### src/rtl/uart_rx16.sv
// uart_rx16: 16x-oversampling UART receiver (8N1 by default). Ticks come from rising edges of baud16.
// Optional: define UART_RX_PARITY_EN to add an even-parity bit and the parity_err output.
module uart_rx16 #(
  parameter int unsigned DATA_BITS   = 8,
  parameter int unsigned SYNC_STAGES = 2
) (
  input  logic                 clk,
  input  logic                 rst,
  input  logic                 baud16,
  input  logic                 rxd,
  output logic [DATA_BITS-1:0] rx_data,
  output logic                 rx_valid,
  output logic                 frame_err,
`ifdef UART_RX_PARITY_EN
  output logic                 parity_err,
`endif
  output logic                 busy
);

  localparam int unsigned IDX_W = (DATA_BITS > 1) ? $clog2(DATA_BITS) : 1;
  localparam logic [IDX_W-1:0] LAST_IDX = IDX_W'(DATA_BITS - 1);

  typedef enum logic [2:0] {
    S_HUNT   = 3'd0,
    S_IDLE   = 3'd1,
    S_START  = 3'd2,
    S_DATA   = 3'd3,
    S_PARITY = 3'd4,
    S_STOP   = 3'd5
  } state_e;

  state_e                 state_q, state_d;
  logic                   baud16_q;
  logic                   tick;
  logic [SYNC_STAGES-1:0] sync_q, sync_d;
  logic                   rxd_s;
  logic [3:0]             tcnt_q, tcnt_d;
  logic [IDX_W-1:0]       bidx_q, bidx_d;
  logic [DATA_BITS-1:0]   shift_q, shift_d;
  logic [DATA_BITS-1:0]   rx_data_q, rx_data_d;
  logic                   rx_valid_q, rx_valid_d;
  logic                   frame_err_q, frame_err_d;
  logic                   busy_q, busy_d;
`ifdef UART_RX_PARITY_EN
  logic                   par_bad_q, par_bad_d;
  logic                   parity_err_q, parity_err_d;
`endif

  assign tick   = baud16 & ~baud16_q;
  assign sync_d = {sync_q[SYNC_STAGES-2:0], rxd};
  assign rxd_s  = sync_q[SYNC_STAGES-1];

  always_ff @(posedge clk) begin
    if (rst) begin
      state_q     <= S_HUNT;
      baud16_q    <= 1'b1;
      sync_q      <= '1;
      tcnt_q      <= '0;
      bidx_q      <= '0;
      shift_q     <= '0;
      rx_data_q   <= '0;
      rx_valid_q  <= 1'b0;
      frame_err_q <= 1'b0;
      busy_q      <= 1'b0;
`ifdef UART_RX_PARITY_EN
      par_bad_q    <= 1'b0;
      parity_err_q <= 1'b0;
`endif
    end else begin
      state_q     <= state_d;
      baud16_q    <= baud16;
      sync_q      <= sync_d;
      tcnt_q      <= tcnt_d;
      bidx_q      <= bidx_d;
      shift_q     <= shift_d;
      rx_data_q   <= rx_data_d;
      rx_valid_q  <= rx_valid_d;
      frame_err_q <= frame_err_d;
      busy_q      <= busy_d;
`ifdef UART_RX_PARITY_EN
      par_bad_q    <= par_bad_d;
      parity_err_q <= parity_err_d;
`endif
    end
  end

  // Frame FSM; everything advances only on tick cycles so a stalled baud16 freezes it.
  always_comb begin
    state_d     = state_q;
    tcnt_d      = tcnt_q;
    bidx_d      = bidx_q;
    shift_d     = shift_q;
    rx_data_d   = rx_data_q;
    rx_valid_d  = 1'b0;
    frame_err_d = 1'b0;
`ifdef UART_RX_PARITY_EN
    par_bad_d    = par_bad_q;
    parity_err_d = 1'b0;
`endif
    if (tick) begin
      case (state_q)
        S_HUNT: if (rxd_s) state_d = S_IDLE;
        S_IDLE: begin
          if (!rxd_s) begin
            tcnt_d  = '0;
            state_d = S_START;
          end
        end
        S_START: begin
          tcnt_d = tcnt_q + 4'd1;
          if (tcnt_q == 4'd7) begin
            if (!rxd_s) begin
              tcnt_d  = '0;
              bidx_d  = '0;
              state_d = S_DATA;
            end else begin
              state_d = S_IDLE;
            end
          end
        end
        S_DATA: begin
          tcnt_d = tcnt_q + 4'd1;
          if (tcnt_q == 4'd15) begin
            shift_d = {rxd_s, shift_q[DATA_BITS-1:1]};
            bidx_d  = bidx_q + IDX_W'(1);
            if (bidx_q == LAST_IDX) begin
`ifdef UART_RX_PARITY_EN
              state_d = S_PARITY;
`else
              state_d = S_STOP;
`endif
            end
          end
        end
`ifdef UART_RX_PARITY_EN
        S_PARITY: begin
          tcnt_d = tcnt_q + 4'd1;
          if (tcnt_q == 4'd15) begin
            par_bad_d = (^shift_q) ^ rxd_s;
            state_d   = S_STOP;
          end
        end
`endif
        S_STOP: begin
          tcnt_d = tcnt_q + 4'd1;
          if (tcnt_q == 4'd15) begin
            if (rxd_s) begin
`ifdef UART_RX_PARITY_EN
              if (par_bad_q) begin
                parity_err_d = 1'b1;
              end else begin
                rx_data_d  = shift_q;
                rx_valid_d = 1'b1;
              end
`else
              rx_data_d  = shift_q;
              rx_valid_d = 1'b1;
`endif
              state_d = S_IDLE;
            end else begin
              frame_err_d = 1'b1;
              state_d     = S_HUNT;
            end
          end
        end
        default: state_d = S_HUNT;
      endcase
    end
    busy_d = (state_d == S_START) || (state_d == S_DATA) ||
             (state_d == S_PARITY) || (state_d == S_STOP);
  end

  assign rx_data   = rx_data_q;
  assign rx_valid  = rx_valid_q;
  assign frame_err = frame_err_q;
  assign busy      = busy_q;
`ifdef UART_RX_PARITY_EN
  assign parity_err = parity_err_q;
`endif

endmodule

### config.mk
export PLATFORM = sky130hd
export DESIGN_NAME = uart_rx16
export DESIGN_NICKNAME = d
export VERILOG_FILES = /design/src/rtl/uart_rx16.sv
export SDC_FILE = /design/constraint.sdc
export NUM_CORES = 1
export LEC_CHECK = 0
export ABC_AREA = 1
export BUFFER_PORTS_ARGS = -buffer_cell sky130_fd_sc_hd__buf_2
export CORE_MARGIN = 5
export CORE_UTILIZATION = 45
export DETAILED_ROUTE_END_ITERATION = 7
export PLACE_DENSITY = 0.73
export SYNTH_ARGS = -nofsm -noshare
export SYNTH_HDL_FRONTEND = slang
export SYNTH_SLANG_ARGS = --single-unit
### constraint.sdc
create_clock -name clk -period 2.55 [get_ports clk]
set_input_delay 0 -clock clk [delete_from_list [all_inputs] [get_ports clk]]
set_output_delay 0 -clock clk [all_outputs]
set_load 0.02 [all_outputs]
==> out/qor.yml <==
outcome:
  status: "complete, no violations"
global_route:
  grtUsageTotal_pct: 14.2
  grt_overflow: 0
  grt_pass1_vias: 1168
  grt_pass1_wl_um: 5000
  antenna_found_initial: 0
  busiest_layer: "met2"
  grt_max_degree: 24
  grt_use_met2_pct: 22.2
  use_met3_pct: 4.38
  grt_use_met1_pct: 17.3
pwr:
  peakVddDrop_uv: 212
  leakagePower_nw: 0.758
  p_per_area_nw_per_um2: 480
floorplanning:
  die_area_um2: 4720
  fp.coreArea_um2: 3340
  rows: 21
  initial_core_util_pct: 46.5
  num_io_pins: 15
  die_x_um: 68.7
  chipHeight_um: 68.7
finish:
  layout_commonest_cell: "nor2_1"
  num_antenna_cells: 0
  final_net_count: 226
  drive_above_1_share_pct: 26.4
  final_cell_mix: "42 x nor2_1, 36 x nand2_1, 32 x dfxtp_1"
  area_growth_pct: 12.5
  fillers: 328
worst_hold_path:
  hp-class: "input pin to flop"
  whs_endpoint: "sync_q[0]"
  whs_path_depth: 3
  min_from: "rxd"
critical_path:
  cp_max_fo: 9
  crit_type: "flop to flop"
  r2r_end: "rx_data[5]"
  end_kind: "flop"
  reg2reg_slack_ns: 1.09
  required_ns: 2.79
  reg2reg_depth: 5
  reg2reg_from: "state_q[0]"
  crit_arrival_ns: 1.69
  cp-start-kind: "flop"
sta:
  maxSlewViolCount: 0
  rsz0062_at_grt: "no"
  setup_tns_ns: 0
  period_needed_ns: 1.46
  tightest_slew_ns: 0.537
  worst_clock_skew_ns: 0.0122
  fin_hold_ws_ns: 0.381
  fmax_mhz: 687
  fin_crit_sh_pct: 57.1
  slew_headroom_pct: 64.2
  setup_viol: 0
  hold_viol_final: 0
clock_tree:
  h-tree-depth: 2
  hold_buffers: 3
  cts_inserted_buffers: 5
  cts_root_buf: "clkbuf_4"
  path_clk_slew_ns: 0.11
  clk_latency_ns: 0.34
  clock-sinks: 32
  cts_tree: "built"
  cts_setup_buffers: 0
  post_cts_resized: 0
  cts_max_path_buffers: 2
yosys:
  synth_area_um2: 1550
  synth_warnings: 0
  yosys.area_share.simple_pct: 36.5
  synth_compound_area_share_pct: 12.9
  syn-instance-count: 199
  synth.area.mux_share_pct: 0
  synthAdderAreaFrac_pct: 2.42
  synthXorXnorAreaFrac_pct: 0.565
  syn_area_per_cell_um2: 7.80
  ys_seq_area_share_pct: 41.3
  synth.net_count: 206
  synth_cell_types: 31
  synth_edf_count: 0
  ys_ff_latch: 32
  async_flop_share_pct: 0
  ys.flop_type: "dfxtp_1"
  synth_top_cells_by_area: "dfxtp_1 41%, nor2_1 10%, nand2_1 8.7%"
  synth.top_cell.area_share_pct: 41.3
  synth_top_family_by_area: "simple AND/OR/NAND/NOR gates"
  yosysTopAreaCell: "dfxtp_1"
routing:
  drt-total-wl_um: 2890
  dr.pass1.iters: 5
  drt-initial-drc-count: 72
  wire_per_inst_um: 10.9
  vias: 1257
  viasPerCell: 4.73
  drt_drc_violations_left: 0
  antenna_left: 0
place:
  dp_hpwl_um: 2050
  place_congestion: 0.876
  port_buffers: 14
job:
  drv_cap: 0
power by group:
part / internal [mW] / total [mW] / switching, mW
logic: 0.0146 / 0.0391 / 0.0245
registers: 0.503 / 0.508 / 0.00560
clock network: 0.106 / 0.290 / 0.184
logic make-up after synthesis:
family | count (synthesis)
AO/OA/AOI/OAI | 32
XOR/XNOR | 1
adder cells (fa/ha/maj) | 3
buffers and inverters | 23
flip-flops | 32
AND/OR/NAND/NOR | 108
through the flow:
| stage | utilization, % | total power, mW | cell area [µm²] | instances | setup slack [ns] |
|---|---|---|---|---|---|
| floorplan | - | 0.548 | 1550 | 199 | 1.24 |
| global placement | 49.7 | 0.556 | 1660 | 255 | 1.15 |
| detailed placement | 49.7 | 0.555 | 1660 | 255 | 1.13 |
| CTS | 52.3 | 0.845 | 1750 | 266 | 1.10 |
| global route | 52.3 | 0.877 | 1750 | 266 | 0.952 |
| finish | 52.3 | 0.837 | 1750 | 266 | 1.09 |
synth_stat cells, types with 2 or more instances:
cell,number
ha_1,3
inv_4,2
nand3_1,5
or2_2,3
clkbuf_1,2
clkinv_2,2
nand3_2,3
inv_2,6
nand2_4,4
a21oi_1,7
nor3_1,3
a21oi_4,2
nand2_1,36
o21ai_0,18
nand3_4,4
nor2_1,42
inv_1,9
dfxtp_1,32
nor2_2,4
how the worst max path moves through the flow:
| stage | startpoint | end | slack, ns | cells past startpoint |
|---|---|---|---|---|
| 2_1_floorplan | tcnt_q[0] | busy | 1.24 | 10 |
| 3_3_place_gp | tcnt_q[1] | rx_data[5] | 1.15 | 6 |
| 3_5_place_dp | tcnt_q[0] | rx_data[6] | 1.13 | 6 |
| 4_1_cts | tcnt_q[0] | rx_data[5] | 1.10 | 6 |
| 5_1_grt | tcnt_q[1] | busy | 0.95 | 10 |
| 6_report | state_q[0] | rx_data[5] | 1.09 | 5 |
cell type report:
| cell class | instances | area [µm²] | share of cell area [%] |
|---|---|---|---|
| clock buffer | 5 | 37.5 | 2.15 |
| clock inverter | 3 | 18.8 | 1.08 |
| inverter | 19 | 78.8 | 4.52 |
| multi-input combinational | 144 | 812 | 46.5 |
| sequential | 32 | 641 | 36.7 |
| tap | 46 | 57.6 | 3.30 |
| timing repair buffer | 17 | 100 | 5.73 |
registers in the layout, summed over array words and instances (netlist names):
register / cells
state_q: 3
sync_q: 2
rx_valid: 1
busy: 1
tcnt_q: 4
bidx_q: 3
frame_err: 1
baud16_q: 1
rx_data: 8
shift_q: 8
routing by layer:
layer  part of all wire, %  up-vias
li1                      -      676
met1                    51      555
met2                    42       20
met3                   4.0        6
met4                   2.3        0
met5                     0        -
worst max-delay path, cell delays in order, from the launching register on:
cell     delay, ns
dfxtp_1       0.61
nand3_4       0.19
nor2_4        0.16
nand3_4       0.13
o21ai_0       0.20
nor2_1        0.05
Power figures use the tool's default switching activity.
